--- config.mk ---
export PLATFORM = sky130hd
export DESIGN_NAME = or_stim_sequencer_flat
export DESIGN_NICKNAME = d
export VERILOG_FILES = /design/src/rtl/or_seq_pkg.sv /design/src/rtl/or_stim_sequencer_if.sv /design/src/rtl/or_seq_step_table.sv /design/src/rtl/or_stim_sequencer.sv /design/src/flat_wrapper.sv
export SDC_FILE = /design/constraint.sdc
export NUM_CORES = 1
export LEC_CHECK = 0
export BUFFER_PORTS_ARGS = -buffer_cell sky130_fd_sc_hd__buf_4
export CAP_MARGIN = 20
export CELL_PAD_IN_SITES_DETAIL_PLACEMENT = 0
export CELL_PAD_IN_SITES_GLOBAL_PLACEMENT = 2
export CORE_MARGIN = 1.5
export CORE_UTILIZATION = 30
export CTS_BUF_LIST = sky130_fd_sc_hd__clkbuf_16
export DETAILED_ROUTE_END_ITERATION = 7
export PLACE_DENSITY_LB_ADDON = 0.1
export SLEW_MARGIN = 0
export SYNTH_ARGS = -nofsm -noshare
export SYNTH_HDL_FRONTEND = slang
export SYNTH_HIERARCHICAL = 1
export SYNTH_SLANG_ARGS = --single-unit
--- constraint.sdc ---
create_clock -name clk -period 2.8 [get_ports clk]
set_input_delay 0.28 -clock clk [delete_from_list [all_inputs] [get_ports clk]]
set_output_delay 0.28 -clock clk [all_outputs]
set_load 0.1 [all_outputs]
--- src/rtl/or_seq_pkg.sv ---
// Shared types for the OR-datapath stimulus sequencer: FSM state encoding,
// the default step-table entry layout and the error-count ceiling.
package or_seq_pkg;

  localparam int DEF_WIDTH   = 1;
  localparam int DEF_DWELL_W = 8;

  // err_cnt stops here instead of wrapping back to zero
  localparam logic [7:0] ERR_MAX = 8'd255;

  typedef enum logic [1:0] {
    IDLE  = 2'd0,
    APPLY = 2'd1,
    DWELL = 2'd2,
    DONE  = 2'd3
  } state_e;

  // Entry layout at the default widths; the table is typed by a parameter so
  // the top can hand it a layout sized to its own WIDTH/DWELL_W.
  typedef struct packed {
    logic [DEF_WIDTH-1:0]   a;
    logic [DEF_WIDTH-1:0]   b;
    logic [DEF_DWELL_W-1:0] dwell;
  } step_t;

  // Saturating increment for the failed-step counter
  function automatic logic [7:0] sat_inc(input logic [7:0] v);
    return (v == ERR_MAX) ? v : v + 8'd1;
  endfunction

endpackage

--- src/rtl/or_stim_sequencer_if.sv ---
// Bus between a bench (master) and the stimulus sequencer (slave).
// Optional FORCE_OVR_EN adds frc_en/frc_val, an override of the observed value.
//
// Signalling: there is no valid/ready pair on this bus. start and abort are
// single-cycle pulses sampled on the rising clock edge; cfg_we writes one table
// entry per cycle it is high and is silently dropped while busy=1. obs_c is
// sampled only on a step's final dwell cycle; mismatch is a 1-cycle pulse.
interface or_stim_sequencer_if #(
  parameter int WIDTH   = 1,
  parameter int DWELL_W = 8,
  parameter int AW      = 2
);

  logic               cfg_we;
  logic [AW-1:0]      cfg_addr;
  logic [WIDTH-1:0]   cfg_a;
  logic [WIDTH-1:0]   cfg_b;
  logic [DWELL_W-1:0] cfg_dwell;
  logic               start;
  logic               abort;
  logic [WIDTH-1:0]   obs_c;
  logic [WIDTH-1:0]   drv_a;
  logic [WIDTH-1:0]   drv_b;
  logic               busy;
  logic               done;
  logic               mismatch;
  logic [7:0]         err_cnt;
`ifdef FORCE_OVR_EN
  logic               frc_en;
  logic [WIDTH-1:0]   frc_val;
`endif

  modport master (
    output cfg_we, cfg_addr, cfg_a, cfg_b, cfg_dwell, start, abort, obs_c,
`ifdef FORCE_OVR_EN
    output frc_en, frc_val,
`endif
    input  drv_a, drv_b, busy, done, mismatch, err_cnt
  );

  modport slave (
    input  cfg_we, cfg_addr, cfg_a, cfg_b, cfg_dwell, start, abort, obs_c,
`ifdef FORCE_OVR_EN
    input  frc_en, frc_val,
`endif
    output drv_a, drv_b, busy, done, mismatch, err_cnt
  );

endinterface

--- src/rtl/or_seq_step_table.sv ---
// NUM_STEPS-deep register file of step entries: one synchronous write port,
// one combinational read port, every entry cleared by the async reset.
module or_seq_step_table
  import or_seq_pkg::*;
#(
  parameter int  NUM_STEPS = 4,
  parameter int  AW        = 2,
  parameter type entry_t   = step_t
) (
  input  logic          clk,
  input  logic          rst_n,
  input  logic          wr_en,
  input  logic [AW-1:0] wr_addr,
  input  entry_t        wr_data,
  input  logic [AW-1:0] rd_addr,
  output entry_t        rd_data
);

  entry_t mem [NUM_STEPS];
  logic   addr_ok;

  // Addresses past the table end are dropped rather than aliased
  assign addr_ok = (32'(wr_addr) < 32'(NUM_STEPS));

  // Entry storage: cleared on reset, written one entry per cycle
  always_ff @(posedge clk or negedge rst_n) begin
    if (!rst_n) begin
      for (int i = 0; i < NUM_STEPS; i++) mem[i] <= '0;
    end else if (wr_en && addr_ok) begin
      mem[wr_addr] <= wr_data;
    end
  end

  assign rd_data = mem[rd_addr];

endmodule

--- src/rtl/or_stim_sequencer.sv ---
// Programmable stimulus sequencer and checker for an a|b OR datapath.
// Walks the step table, drives drv_a/drv_b for 1 + max(dwell,1) cycles per
// step and compares the returned value with a|b on each step's last cycle.
// Optional macro: FORCE_OVR_EN (checker uses frc_val while frc_en=1).
module or_stim_sequencer
  import or_seq_pkg::*;
#(
  parameter int NUM_STEPS = 4,
  parameter int WIDTH     = DEF_WIDTH,
  parameter int DWELL_W   = DEF_DWELL_W
) (
  input  logic                 clk,
  input  logic                 rst_n,
  or_stim_sequencer_if.slave   bus,
  output state_e               dbg_state
);

  localparam int AW = (NUM_STEPS > 1) ? $clog2(NUM_STEPS) : 1;

  typedef struct packed {
    logic [WIDTH-1:0]   a;
    logic [WIDTH-1:0]   b;
    logic [DWELL_W-1:0] dwell;
  } entry_t;

  state_e             state_q, state_d;
  logic [AW-1:0]      idx_q, idx_d;
  logic [DWELL_W-1:0] cnt_q, cnt_d;
  logic [WIDTH-1:0]   drv_a_q, drv_a_d;
  logic [WIDTH-1:0]   drv_b_q, drv_b_d;
  logic               busy_q, busy_d;
  logic               done_q, done_d;
  logic               mis_q, mis_d;
  logic [7:0]         err_q, err_d;

  entry_t             wr_data;
  entry_t             rd_data;
  logic [WIDTH-1:0]   chk_val;
  logic [WIDTH-1:0]   exp_val;
  logic [DWELL_W-1:0] dwell_eff;
  logic               last_step;

  // Table writes are locked out for the whole run so a step never changes
  // underneath the checker.
  assign wr_data = {bus.cfg_a, bus.cfg_b, bus.cfg_dwell};

  or_seq_step_table #(
    .NUM_STEPS (NUM_STEPS),
    .AW        (AW),
    .entry_t   (entry_t)
  ) u_table (
    .clk     (clk),
    .rst_n   (rst_n),
    .wr_en   (bus.cfg_we && !busy_q),
    .wr_addr (bus.cfg_addr),
    .wr_data (wr_data),
    .rd_addr (idx_q),
    .rd_data (rd_data)
  );

`ifdef FORCE_OVR_EN
  assign chk_val = bus.frc_en ? bus.frc_val : bus.obs_c;
`else
  assign chk_val = bus.obs_c;
`endif

  // idx_q is stable through a step, so rd_data is the step being checked
  assign exp_val   = rd_data.a | rd_data.b;
  assign dwell_eff = (rd_data.dwell == '0) ? DWELL_W'(1) : rd_data.dwell;
  assign last_step = (32'(idx_q) == 32'(NUM_STEPS - 1));

  // State and datapath registers
  always_ff @(posedge clk or negedge rst_n) begin
    if (!rst_n) begin
      state_q <= IDLE;
      idx_q   <= '0;
      cnt_q   <= '0;
      drv_a_q <= '0;
      drv_b_q <= '0;
      busy_q  <= 1'b0;
      done_q  <= 1'b0;
      mis_q   <= 1'b0;
      err_q   <= '0;
    end else begin
      state_q <= state_d;
      idx_q   <= idx_d;
      cnt_q   <= cnt_d;
      drv_a_q <= drv_a_d;
      drv_b_q <= drv_b_d;
      busy_q  <= busy_d;
      done_q  <= done_d;
      mis_q   <= mis_d;
      err_q   <= err_d;
    end
  end

  // Next-state, step sequencing and check logic; abort overrides everything
  always_comb begin
    state_d = state_q;
    idx_d   = idx_q;
    cnt_d   = cnt_q;
    drv_a_d = drv_a_q;
    drv_b_d = drv_b_q;
    busy_d  = busy_q;
    done_d  = done_q;
    mis_d   = 1'b0;
    err_d   = err_q;

    if (bus.abort) begin
      // err_cnt deliberately survives an abort so the partial run can be read
      state_d = IDLE;
      idx_d   = '0;
      cnt_d   = '0;
      drv_a_d = '0;
      drv_b_d = '0;
      busy_d  = 1'b0;
      done_d  = 1'b0;
    end else begin
      case (state_q)
        IDLE, DONE: begin
          if (bus.start) begin
            state_d = APPLY;
            idx_d   = '0;
            err_d   = '0;
            done_d  = 1'b0;
            busy_d  = 1'b1;
          end
        end
        APPLY: begin
          drv_a_d = rd_data.a;
          drv_b_d = rd_data.b;
          cnt_d   = dwell_eff;
          state_d = DWELL;
        end
        DWELL: begin
          cnt_d = cnt_q - DWELL_W'(1);
          if (cnt_q == DWELL_W'(1)) begin
            if (chk_val != exp_val) begin
              mis_d = 1'b1;
              err_d = sat_inc(err_q);
            end
            if (last_step) begin
              state_d = DONE;
              busy_d  = 1'b0;
              done_d  = 1'b1;
            end else begin
              idx_d   = idx_q + AW'(1);
              state_d = APPLY;
            end
          end
        end
        default: state_d = IDLE;
      endcase
    end
  end

  assign bus.drv_a    = drv_a_q;
  assign bus.drv_b    = drv_b_q;
  assign bus.busy     = busy_q;
  assign bus.done     = done_q;
  assign bus.mismatch = mis_q;
  assign bus.err_cnt  = err_q;
  assign dbg_state    = state_q;

endmodule
--- src/flat_wrapper.sv ---
// flat-port wrapper written by rule: the top's interface ports become plain ports
module or_stim_sequencer_flat import or_seq_pkg::*;
#(
  parameter int NUM_STEPS = 4,
  parameter int WIDTH     = DEF_WIDTH,
  parameter int DWELL_W   = DEF_DWELL_W
)
  (clk, rst_n, dbg_state, bus_cfg_we, bus_cfg_addr, bus_cfg_a, bus_cfg_b, bus_cfg_dwell, bus_start, bus_abort, bus_obs_c, bus_drv_a, bus_drv_b, bus_busy, bus_done, bus_mismatch, bus_err_cnt);
  or_stim_sequencer_if #(.WIDTH(WIDTH), .DWELL_W(DWELL_W)) bus_i ();
  input  logic clk;
  input  logic rst_n;
  output state_e dbg_state;
  input wire logic [$bits(bus_i.cfg_we)-1:0] bus_cfg_we;
  input wire logic [$bits(bus_i.cfg_addr)-1:0] bus_cfg_addr;
  input wire logic [$bits(bus_i.cfg_a)-1:0] bus_cfg_a;
  input wire logic [$bits(bus_i.cfg_b)-1:0] bus_cfg_b;
  input wire logic [$bits(bus_i.cfg_dwell)-1:0] bus_cfg_dwell;
  input wire logic [$bits(bus_i.start)-1:0] bus_start;
  input wire logic [$bits(bus_i.abort)-1:0] bus_abort;
  input wire logic [$bits(bus_i.obs_c)-1:0] bus_obs_c;
  output wire logic [$bits(bus_i.drv_a)-1:0] bus_drv_a;
  output wire logic [$bits(bus_i.drv_b)-1:0] bus_drv_b;
  output wire logic [$bits(bus_i.busy)-1:0] bus_busy;
  output wire logic [$bits(bus_i.done)-1:0] bus_done;
  output wire logic [$bits(bus_i.mismatch)-1:0] bus_mismatch;
  output wire logic [$bits(bus_i.err_cnt)-1:0] bus_err_cnt;
  assign bus_i.cfg_we = bus_cfg_we;
  assign bus_i.cfg_addr = bus_cfg_addr;
  assign bus_i.cfg_a = bus_cfg_a;
  assign bus_i.cfg_b = bus_cfg_b;
  assign bus_i.cfg_dwell = bus_cfg_dwell;
  assign bus_i.start = bus_start;
  assign bus_i.abort = bus_abort;
  assign bus_i.obs_c = bus_obs_c;
  assign bus_drv_a = bus_i.drv_a;
  assign bus_drv_b = bus_i.drv_b;
  assign bus_busy = bus_i.busy;
  assign bus_done = bus_i.done;
  assign bus_mismatch = bus_i.mismatch;
  assign bus_err_cnt = bus_i.err_cnt;
  or_stim_sequencer #(.NUM_STEPS(NUM_STEPS), .WIDTH(WIDTH), .DWELL_W(DWELL_W)) u_core (.clk(clk), .rst_n(rst_n), .bus(bus_i), .dbg_state(dbg_state));
endmodule
Word-level counts from Yosys, hierarchy flattened:

Cells that the tools add are included.
Widths: inputs -> output; s select.

* output and inout bits: 15
* word-level logic and storage cells: 102
* input bits: 18
* register bits after elaboration: 65

* $add $sub $neg: 3
* eq/ne operators: 15
* $lt $le $gt $ge: 3
* reductions and logical operators: 14
* mux-type cells: 42
* bitwise gates (word level): 4

Operators by type and width (count)
* $mux 8: 6
* $bwmux 40: 1
* $pmux 8 s2: 2
* $mux 10: 3
* $bmux 10 s2: 1
* $demux 10 s2: 1
* $mux 1: 16
* $mux 2: 8
* $add 8x1->8 const B: 1
* $eq 8x1->1 const B: 1
* $eq 8x8->1 const B: 1
* $logic_not 8->1: 1
* $reduce_and 4->1: 2
* $sub 8x1->8 const B: 1
* $eq 2x2->1 const B: 3
* $ge 3x3->1 const B: 2
* $ne 3x2->1 const B: 2
* $ne 3x3->1 const B: 2
* $not 2->3: 2
* $pmux 2 s3: 1
* $reduce_and 6->1: 1
* $reduce_bool 3->1: 2
* $ne 2x1->1 const B: 2
* $ne 2x2->1 const B: 2
* 14 further kinds: 17

Depth between registers and ports, before layout:

Gate-level depths: netlist (run 1).

* word-level depth: 10
* depth in mapped cells: 8
* mapped depth without buffers: 6

Hierarchy:

Netlist (run 1), hierarchy kept.

Modules (own cells, without submodules)
* or_seq_step_table: area an instance 1839.3 µm², cells an instance 99, instances 1, seq. area each 1001.0 µm²
* or_stim_sequencer: area an instance 1591.5 µm², cells an instance 171, instances 1, seq. area each 625.6 µm²

Least setup slack after synthesis (run 1):

No wires, ideal clock.

* path kind: reg2reg
* start point: reg u_core.err_q[0] (netlist: u_core/bus.err_cnt[0])
* end point: reg u_core.err_q[6] (netlist: u_core/bus.err_cnt[6])
* data arrival time: 2.423 ns
* cell stages (with the launch flop): 6
* setup slack: 0.251 ns
* data required time: 2.674 ns
* clock period less this slack: 2.549 ns
* library setup time: 0.126 ns
* path buffers: 0
* path through: dfrtp_1 -> ha_1 -> nand3_1 -> o311ai_2 -> nor3_1 -> a221o_1

* longest elaborated chain between the ends: 5
* elaborated cells between the ends (all ways): 8
* those cells by class: add/sub (1); eq/ne (2); mux (4); reduce/logical (1)

Ends and longest elaborated chain
* start: declaration: line or_stim_sequencer.sv:34 `logic [7:0] err_q, err_d;`
* start signal: assignment: line or_stim_sequencer.sv:93 `err_q <= err_d;`
* $add 8x1->8: line or_seq_pkg.sv:28 `return (v == ERR_MAX) ? v : v + 8'd1;`
* $mux 8: line or_seq_pkg.sv:28
* $mux 8: line or_stim_sequencer.sv:138 `if (chk_val != exp_val) begin`
* $mux 8: line or_stim_sequencer.sv:137 `if (cnt_q == DWELL_W'(1)) begin`
* $pmux 8 s2: line or_stim_sequencer.sv:119 `case (state_q)`

Several ways; a longest one is shown, not always the timed one. The select of a mux whose other input is x is not followed.
A chain may end at the register's enable or synchronous reset.

==> impl_metrics.py, run 1 <==
metrics = {
    "global_routing": {
        "grt_pass1_vias": 2418,
        "grt_max_degree": 66,
        "grt_usage_pct": 15.06,
        "grt_pass1_wl_um": 13430,
        "antenna_found_initial": 0,
        "grt_overflow": 0,
    },
    "synthesis": {
        "synth-main-ff-cell": "dfrtp_1",
        "yosysWarnings": 6,
        "synthArstFlopShare_pct": 100.0,
        "synth-seq-cells": 65,
        "avgSynthCellArea_um2": 12.71,
        "postSynthCellCount": 270,
        "synth.top_cell.area_share_pct": 47.41,
        "seq_area_frac_synth_pct": 47.41,
        "syn_area_um2": 3431,
        "synth.net_count": 295,
        "synth.distinct_cells": 52,
        "yosys.area.top_type": "dfrtp_1",
        "yosysMostFrequentCell": "dfrtp_1",
        "synthTopCellsByCount": "dfrtp_1, mux2_2, mux2_4",
        "ys_top_cells_by_area": "dfrtp_1, mux2_4, mux2_2",
        "synth_edf_count": 0,
    },
    "cells_and_area": {
        "final_layout_size_suffix_gt1_share_pct": 37.11,
        "utilization_pct": 37.83,
        "area.growth.synth_to_final_pct": 21.12,
        "diodes": 0,
        "fillCellCount": 1072,
        "final_cells": 458,
        "final_nets": 338,
    },
    "critical_path": {
        "critPathSlowestCell": "mux4_2",
        "cpPeakStageDelay_ps": 550,
        "cp-end-kind": "register",
        "critPathBufInv": 0,
        "cp_cell_sequence": "mux4_2 -> o21ai_0 -> nand4_2 -> o311a_1 -> a221o_1",
        "cp_top_family": "compound AO/OA/AOI/OAI gates",
        "crit_required_ps": 3010,
        "start_kind": "register",
        "critical_path_class": "reg -> reg",
        "arrival_ps": 2580,
        "cp.depth": 5,
        "critical_path.max_fanout": 8,
        "reg2reg_depth": 5,
    },
    "timing": {
        "tns_ps": 0,
        "fin_skew_ps": 4.795,
        "final.min_clock_period_ps": 2372,
        "worst_pin_slew_ps": 860.3,
        "max_freq_mhz": 421.6,
        "hold_viol": 0,
        "slew_headroom_pct": 42.64,
        "finalMaxSlewViolations": 0,
        "rsz0062_at_grt": "false",
        "final.period_utilization_pct": 84.71,
        "setup_violations": 0,
    },
    "power_and_ir_drop": {
        "power_uw": 3171,
        "comb_power_share_pct": 24.1,
        "switching_share_pct": 30.15,
        "power_switching_uw": 955.9,
        "power_density_nw_per_um2": 763.1,
        "clkPwrFrac_pct": 36.4,
        "vdd_drop_max_uv": 275.0,
        "p_int_uw": 2215,
        "seqPwrFrac_pct": 39.6,
        "p_leak_uw": 0.001816,
    },
    "clock_network": {
        "cts_root_buf": "clkbuf_16",
        "clkTransAtPathRegs_ps": 60,
        "cts.repair.resized": 0,
        "post_cts_buffers": 0,
        "htree_num_levels": 3,
        "clockBufferDepth": 2,
        "cts-hold-fix-buffers": 0,
        "numClockSinks": 65,
        "cts_tree": "built",
        "cts-buffers-inserted": 9,
        "clkLatencyLatePin_ps": 330,
    },
    "detailed_routing": {
        "firstDrtPassIters": 4,
        "final_antenna_net_count": 0,
        "via_per_inst": 5.181,
        "wl_um": 8186,
        "drc": 0,
        "vias": 2373,
        "wl_per_cell_um": 17.87,
        "drt-initial-drc-count": 145,
    },
    "placed_design": {
        "portBuffers": 32,
        "dp_hpwl_um": 5681,
        "placed_cells_incl_taps": 442,
        "gp_congestion": 0.7048,
    },
    "job": {
        "cap_violations": 0,
    },
    "die": {
        "pin_count": 33,
        "die-area_um2": 12090,
        "fp.coreArea_um2": 10980,
        "fp-row-count": 38,
        "start_util_pct": 31.24,
        "die_h_um": 109.9,
        "fp.dieW_um": 109.9,
    },
    "hold_path": {
        "hp-class": "in -> async",
    },
    "run_status": {
        "status": "finished, final reports clean",
    },
}
==> through the flow <==
stage          hold WS (ps)  cell area, um^2  worst slack (ps)
3_3_place_gp          465.2             3852             454.1
2_1_floorplan        -15.59             3431             251.0
4_1_cts               95.91             4155             413.6
3_5_place_dp          455.3             3852             425.5
6_report              52.92             4155             428.1
5_1_grt               127.7             4155             215.5
==> per-layer routing <==
metal	vias to the layer above	GRT usage, %	part of all wire [%]
met2	41	23.11	47
li1	1119	-	-
met3	11	3.734	3.4
met1	1202	20.07	48
met5	-	0	0
met4	0	6.586	1.7
==> flip-flops by register name, indices dropped and copies added (netlist names) <==
signal / count
u_core/u_table/mem: 40
u_core/bus.err_cnt: 8
u_core/cnt_q: 8
u_core/dbg_state: 2
u_core/idx_q: 2
u_core/bus.busy: 1
u_core/bus.done: 1
u_core/bus.drv_a: 1
u_core/bus.drv_b: 1
u_core/bus.mismatch: 1
==> final cells by class <==
class                   count  area [um^2]  share of cell area, %
multi-input cells         186         1694                  40.77
clock buffers               9        225.2                  5.420
flip-flops and latches     65         1627                  39.14
well taps                 140        175.2                  4.216
clock inverters             7        77.57                  1.867
repair buffers             44        330.3                  7.949
inverters                   7        26.28                 0.6323
==> worst reg2reg max path: cells and delay by family (launching register included) <==
kind | cells | cell delay (ps)
AO/OA/AOI/OAI | 3 | 950
multiplexers | 1 | 550
flip-flops | 1 | 470
AND/OR/NAND/NOR | 1 | 280
==> final timing paths <==
| check | start | end | slack, ps |
|---|---|---|---|
| setup / recovery | u_core/idx_q[0] | u_core/bus.err_cnt[7] | 430 |
| hold / removal | rst_n | u_core/dbg_state[0] | 50 |
| setup reg to reg | u_core/idx_q[0] | u_core/bus.err_cnt[7] | 430 |
| hold reg to reg | u_core/u_table/mem[1] | u_core/u_table/mem[1] | 500 |
| max in group asynchronous | rst_n | u_core/bus.drv_a | 2170 |
| min in group clk | bus_cfg_dwell[6] | u_core/u_table/mem[16] | 200 |
==> layout by cell type, fill, tap and decap left out, drive strengths merged, types with 3 or more instances in the layout <==
cell type / instances
mux2i: 3
or3: 4
o211ai: 5
a21oi: 8
buf: 44
nor3: 7
inv: 10
nand4: 3
clkbuf: 9
mux4: 10
a211oi: 7
nand3: 8
dfrtp: 65
o21ai: 8
nor2: 14
o311ai: 5
ha: 7
o311a: 3
nor2b: 6
nor4: 3
nand2b: 4
mux2: 40
nand2: 13
==> kinds of logic (layout without fill, tap and decap cells) <==
family,after synthesis,in the layout,share of synthesized area (%)
and+or+nand+nor,74,74,12.65
DFF,65,65,47.41
muxes,53,53,22.76
AOI/OAI and AO/OA,49,49,10.65
buffers and inverters,19,67,3.209
adders and majority gates,7,7,2.553
xor gates and xnor gates,3,3,0.7660
==> power groups by stage <==
stage	registers [uW]	clock network [uW]	logic, uW
after floorplan	1300	0	511
after detailed placement	1270	0	768
after global placement	1280	0	772
after CTS	1260	1190	770
after global routing	1280	1240	834
final	1250	1150	763
(Power assumes the default switching activity.)
==> run 2: changes to the inputs <==
==> constraint.sdc (replaced) <==
create_clock -name clk -period 1.9 [get_ports clk]
set_input_delay 0.19 -clock clk [delete_from_list [all_inputs] [get_ports clk]]
set_output_delay 0.19 -clock clk [all_outputs]
set_load 0.1 [all_outputs]
==> impl_metrics.py, run 2 (synthesis results as in run 1) <==
metrics = {
    "timing": {
        "finalMaxSlewViolations": 0,
        "setup_ws_ps": -228.3,
        "tns_ps": -1294,
        "worst_pin_slew_ps": 354.9,
        "max_freq_mhz": 469.9,
        "setup_violations": 10,
        "slew_headroom_pct": 76.01,
        "final.period_utilization_pct": 112.0,
        "final.min_clock_period_ps": 2128,
        "fin_skew_ps": 5.421,
        "rsz0062_at_grt": "true",
        "hold_viol": 0,
        "fin_hold_ws_ps": 113.3,
    },
    "hold_path": {
        "hp-class": "in -> reg",
    },
    "cells_and_area": {
        "mostFrequentLayoutCells": "buf_4, dfrtp_1, mux2_4, mux2_2, nor2_1",
        "final_cells": 488,
        "multi_input_area_um2": 1754,
        "fillCellCount": 1057,
        "area.growth.synth_to_final_pct": 31.47,
        "final_nets": 368,
        "final_common_cell": "buf_4",
        "diodes": 0,
        "final_layout_size_suffix_gt1_share_pct": 47.99,
        "largest_register": "u_core/u_table/mem",
        "register_area_um2": 1652,
        "largest_reg_flops": 40,
    },
    "clock_network": {
        "cts_tree": "built",
        "cts_root_buf": "clkbuf_16",
        "clkTransAtPathRegs_ps": 60,
        "numClockSinks": 65,
        "cts-buffers-inserted": 9,
        "htree_num_levels": 3,
        "clkLatencyLatePin_ps": 330,
        "clockBufferDepth": 2,
    },
    "critical_path": {
        "crit_required_ps": 2110,
        "crit_path_start": "u_core/idx_q[0]",
        "crit_path_end": "u_core/bus.err_cnt[7]",
        "r2r-end": "u_core/bus.err_cnt[7]",
        "r2r-start": "u_core/idx_q[0]",
        "cpPeakStageDelay_ps": 560,
        "critical_path.max_fanout": 7,
        "critPathSlowestCell": "mux4_2",
        "reg2reg_depth": 6,
        "cp-end-kind": "register",
        "cp_cell_sequence": "buf_4 -> mux4_2 -> o21ai_4 -> nand4_4 -> o311a_1 -> a221o_1",
        "critical_path_class": "reg -> reg",
        "r2r_setup_slack_ps": -230,
        "start_kind": "register",
        "arrival_ps": 2330,
    },
    "global_routing": {
        "antenna_found_initial": 0,
        "grt_overflow": 0,
        "grt_usage_pct": 15.89,
        "grt_max_degree": 50,
        "grt_pass1_wl_um": 14170,
        "grt_pass1_vias": 2648,
    },
    "detailed_routing": {
        "vias": 2459,
        "via_per_inst": 5.039,
        "firstDrtPassIters": 4,
        "wl_per_cell_um": 17.14,
        "wl_um": 8363,
        "final_antenna_net_count": 0,
        "drt-initial-drc-count": 119,
        "drc": 0,
    },
    "die": {
        "fp-row-count": 38,
        "fp.dieW_um": 109.9,
        "die_h_um": 109.9,
        "start_util_pct": 31.24,
        "fp.coreArea_um2": 10980,
        "die-area_um2": 12090,
        "pin_count": 33,
    },
    "power_and_ir_drop": {
        "power_uw": 4902,
        "power_density_nw_per_um2": 1087,
        "p_leak_uw": 0.001970,
        "vdd_drop_max_uv": 473.7,
    },
    "placed_design": {
        "placed_cells_incl_taps": 466,
        "portBuffers": 32,
        "dp_hpwl_um": 5985,
        "gp_congestion": 0.7063,
    },
    "run_status": {
        "status": "finished with violations",
        "violations": "setup timing",
    },
    "job": {
        "cap_violations": 0,
    },
}
## run 2: cell count changes in the layout (fill, tap and decap cells not counted), moves of 2 or more
cell | before | now
buf_4 | 44 | 69
dfrtp_1 | 65 | 53
dfrtp_2 | 0 | 8
dfrtp_4 | 0 | 4
o311ai_0 | 4 | 0
inv_6 | 3 | 0
o311ai_1 | 0 | 3
buf_12 | 0 | 2
buf_6 | 0 | 2
nand3_1 | 7 | 5
nand3_2 | 1 | 3
o21ai_0 | 8 | 6
## run 2: final cells by class
cell class / count / share of cell area [%]
Clock buffer: 9 / 4.993
Clock inverter: 7 / 1.942
Inverter: 7 / 0.5825
Multi-Input combinational cell: 186 / 38.89
Sequential cell: 65 / 36.62
Tap cell: 140 / 3.883
Timing Repair Buffer: 74 / 13.09
## run 2: where the power goes
| group | internal (uW) | switching (uW) | total [uW] |
|---|---|---|---|
| logic | 708 | 613 | 1320 |
| registers | 1660 | 171 | 1830 |
| clock network | 1140 | 613 | 1750 |
## run 2: how the worst min path moves through the flow
stage                      from                endpoint  slack, ps  depth (start not counted)
6_report       bus_cfg_dwell[7]  u_core/u_table/mem[17]        110                          2
5_1_grt        bus_cfg_dwell[7]  u_core/u_table/mem[17]        100                          2
4_1_cts        bus_cfg_dwell[7]  u_core/u_table/mem[17]        100                          2
3_5_place_dp              rst_n         u_core/bus.done         90                          1
3_3_place_gp              rst_n         u_core/bus.done         90                          1
2_1_floorplan             rst_n         u_core/bus.busy       -110                          0
## run 2: repair_timing
item,4_1_cts,5_1_grt
pin swaps,14,7
setup buffers,2,3
hold buffers,1,0
endpoints found under the hold margin,16,0
gates resized for setup,18,1
endpoints found under the setup margin,10,12
## run 2: critical path: cells and delay by family, from the launching register on
family	cells	cell delay [ps]
DFF	1	360
buffers and inverters	1	130
muxes	1	560
AOI/OAI and AO/OA	3	790
and+or+nand+nor	1	170
## run 2: stage by stage
stage	worst slack (ps)	cell area (um^2)	utilization, %
CTS	-275.1	4486	40.84
global route	-296.0	4511	41.07
detailed placement	-372.1	4085	37.20
floorplan	-274.3	3466	-
finish	-228.3	4511	41.07
global placement	-282.2	4085	37.20
## run 2: metal layers
metal / global-route usage [%] / wire length (um)
met1: 19.57 / 3844
met2: 26.53 / 4088
met3: 4.564 / 306
met4: 5.473 / 124
met5: 0 / 0
==> run 3: changes to the inputs <==
--- a/config.mk
+++ b/config.mk
@@ -13,6 +13,7 @@
 export CORE_UTILIZATION = 30
 export CTS_BUF_LIST = sky130_fd_sc_hd__clkbuf_16
 export DETAILED_ROUTE_END_ITERATION = 7
+export MAX_ROUTING_LAYER = met4
 export PLACE_DENSITY_LB_ADDON = 0.1
 export SLEW_MARGIN = 0
 export SYNTH_ARGS = -nofsm -noshare
==> impl_metrics.py, run 3 (synthesis results as in run 1) <==
metrics = {
    "job": {
        "cap_violations": 0,
    },
    "detailed_routing": {
        "drc": 0,
        "vias": 2463,
        "final_antenna_net_count": 0,
        "drt-initial-drc-count": 128,
        "wl_um": 8392,
        "wl_per_cell_um": 17.20,
        "firstDrtPassIters": 5,
        "via_per_inst": 5.047,
    },
    "cells_and_area": {
        "area.growth.synth_to_final_pct": 31.47,
        "final_cells": 488,
        "utilization_pct": 41.07,
        "final_common_cell": "buf_4",
        "final_nets": 368,
        "largest_reg_flops": 40,
        "mostFrequentLayoutCells": "buf_4, dfrtp_1, mux2_4, mux2_2, nor2_1",
        "diodes": 0,
        "final_layout_size_suffix_gt1_share_pct": 47.99,
        "largest_register": "u_core/u_table/mem",
    },
    "timing": {
        "max_freq_mhz": 468.8,
        "final.min_clock_period_ps": 2133,
        "finalMaxSlewViolations": 0,
        "final.period_utilization_pct": 112.3,
        "rsz0062_at_grt": "true",
        "fin_skew_ps": 6.057,
        "hold_viol": 0,
        "worst_pin_slew_ps": 365.8,
        "fin_hold_ws_ps": 113.4,
        "tns_ps": -1321,
        "setup_ws_ps": -233.3,
        "slew_headroom_pct": 75.27,
        "setup_violations": 10,
    },
    "clock_network": {
        "cts_tree": "built",
        "clockBufferDepth": 2,
        "cts-buffers-inserted": 9,
        "cts_root_buf": "clkbuf_16",
        "clkLatencyLatePin_ps": 330,
        "numClockSinks": 65,
        "clkTransAtPathRegs_ps": 60,
        "htree_num_levels": 3,
    },
    "critical_path": {
        "critical_path.max_fanout": 7,
        "r2r-start": "u_core/idx_q[0]",
        "start_kind": "register",
        "crit_path_start": "u_core/idx_q[0]",
        "cp-end-kind": "register",
        "critical_path_class": "reg -> reg",
        "r2r_setup_slack_ps": -230,
        "crit_required_ps": 2100,
        "arrival_ps": 2340,
    },
    "placed_design": {
        "gp_congestion": 0.7142,
        "placed_cells_incl_taps": 466,
        "portBuffers": 32,
        "dp_hpwl_um": 5985,
    },
    "power_and_ir_drop": {
        "vdd_drop_max_uv": 474.6,
        "power_density_nw_per_um2": 1088,
        "power_uw": 4908,
        "p_leak_uw": 0.001970,
    },
    "die": {
        "die-area_um2": 12090,
        "fp-row-count": 38,
        "fp.coreArea_um2": 10980,
        "pin_count": 33,
        "die_h_um": 109.9,
        "fp.dieW_um": 109.9,
        "start_util_pct": 31.24,
    },
    "global_routing": {
        "grt_overflow": 0,
        "grt_max_degree": 50,
        "grt_usage_pct": 16.35,
        "antenna_found_initial": 0,
        "grt_pass1_wl_um": 14160,
        "grt_pass1_vias": 2645,
    },
    "hold_path": {
        "hp-class": "in -> reg",
        "min_from": "bus_cfg_dwell[7]",
    },
    "run_status": {
        "violations": "setup timing",
        "status": "finished with violations",
    },
}
## run 3: cell counts in the layout (fill, tap and decap cells not counted)
Identical to the previous run, type by type.
## run 3: timing repair
item,CTS,global route
hold buffers,1,0
pin swaps,14,7
gates resized for setup,18,1
endpoints found under the hold margin,16,0
setup buffers,2,3
endpoints found under the setup margin,10,12
## run 3: through the flow
stage | instance area (um^2) | setup WS (ps)
after detailed placement | 4085 | -372.1
after floorplan | 3466 | -274.3
after global routing | 4511 | -296.2
final | 4511 | -233.3
after global placement | 4085 | -282.2
after CTS | 4486 | -275.1
## run 3: layout make-up
cell class,count,area (um^2)
clock buffer,9,225.2
inverter,7,26.28
multi-input combinational,186,1754
timing repair buffer,74,590.6
clock inverter,7,87.58
fill,1057,6472
tap,140,175.2
sequential,65,1652
## run 3: path summary, 6_finish.rpt
path | to | depth (start not counted)
max | u_core/bus.err_cnt[7] | 6
min | u_core/u_table/mem[17] | 2
max reg2reg | u_core/bus.err_cnt[7] | 6
min reg2reg | u_core/u_table/mem[22] | 1
max in group asynchronous | u_core/idx_q[0] | 3
min in group asynchronous | u_core/cnt_q[1] | 2
## run 3: metal layers
metal / part of all wire [%] / routed length, um / global-route usage (%) / vias to the layer above
met1: 46 / 3902 / 19.61 / 1240
met5: 0 / 0 / - / -
met2: 49 / 4100 / 26.49 / 39
li1: - / - / - / 1175
met4: 1.1 / 93 / 5.195 / 0
met3: 3.5 / 296 / 4.742 / 9
## run 3: where the power goes
group          switching, uW  internal [uW]  total [uW]
clock                    616           1140        1750
combinational            616            708        1320
sequential               171           1660        1830
total                   1400           3500        4910
## run 3: critical path, stage by stage, from the launching register on
cell     delay, ps
dfrtp_2        360
buf_4          130
mux4_2         560
o21ai_4        200
nand4_4        170
o311a_1        320
a221o_1        270
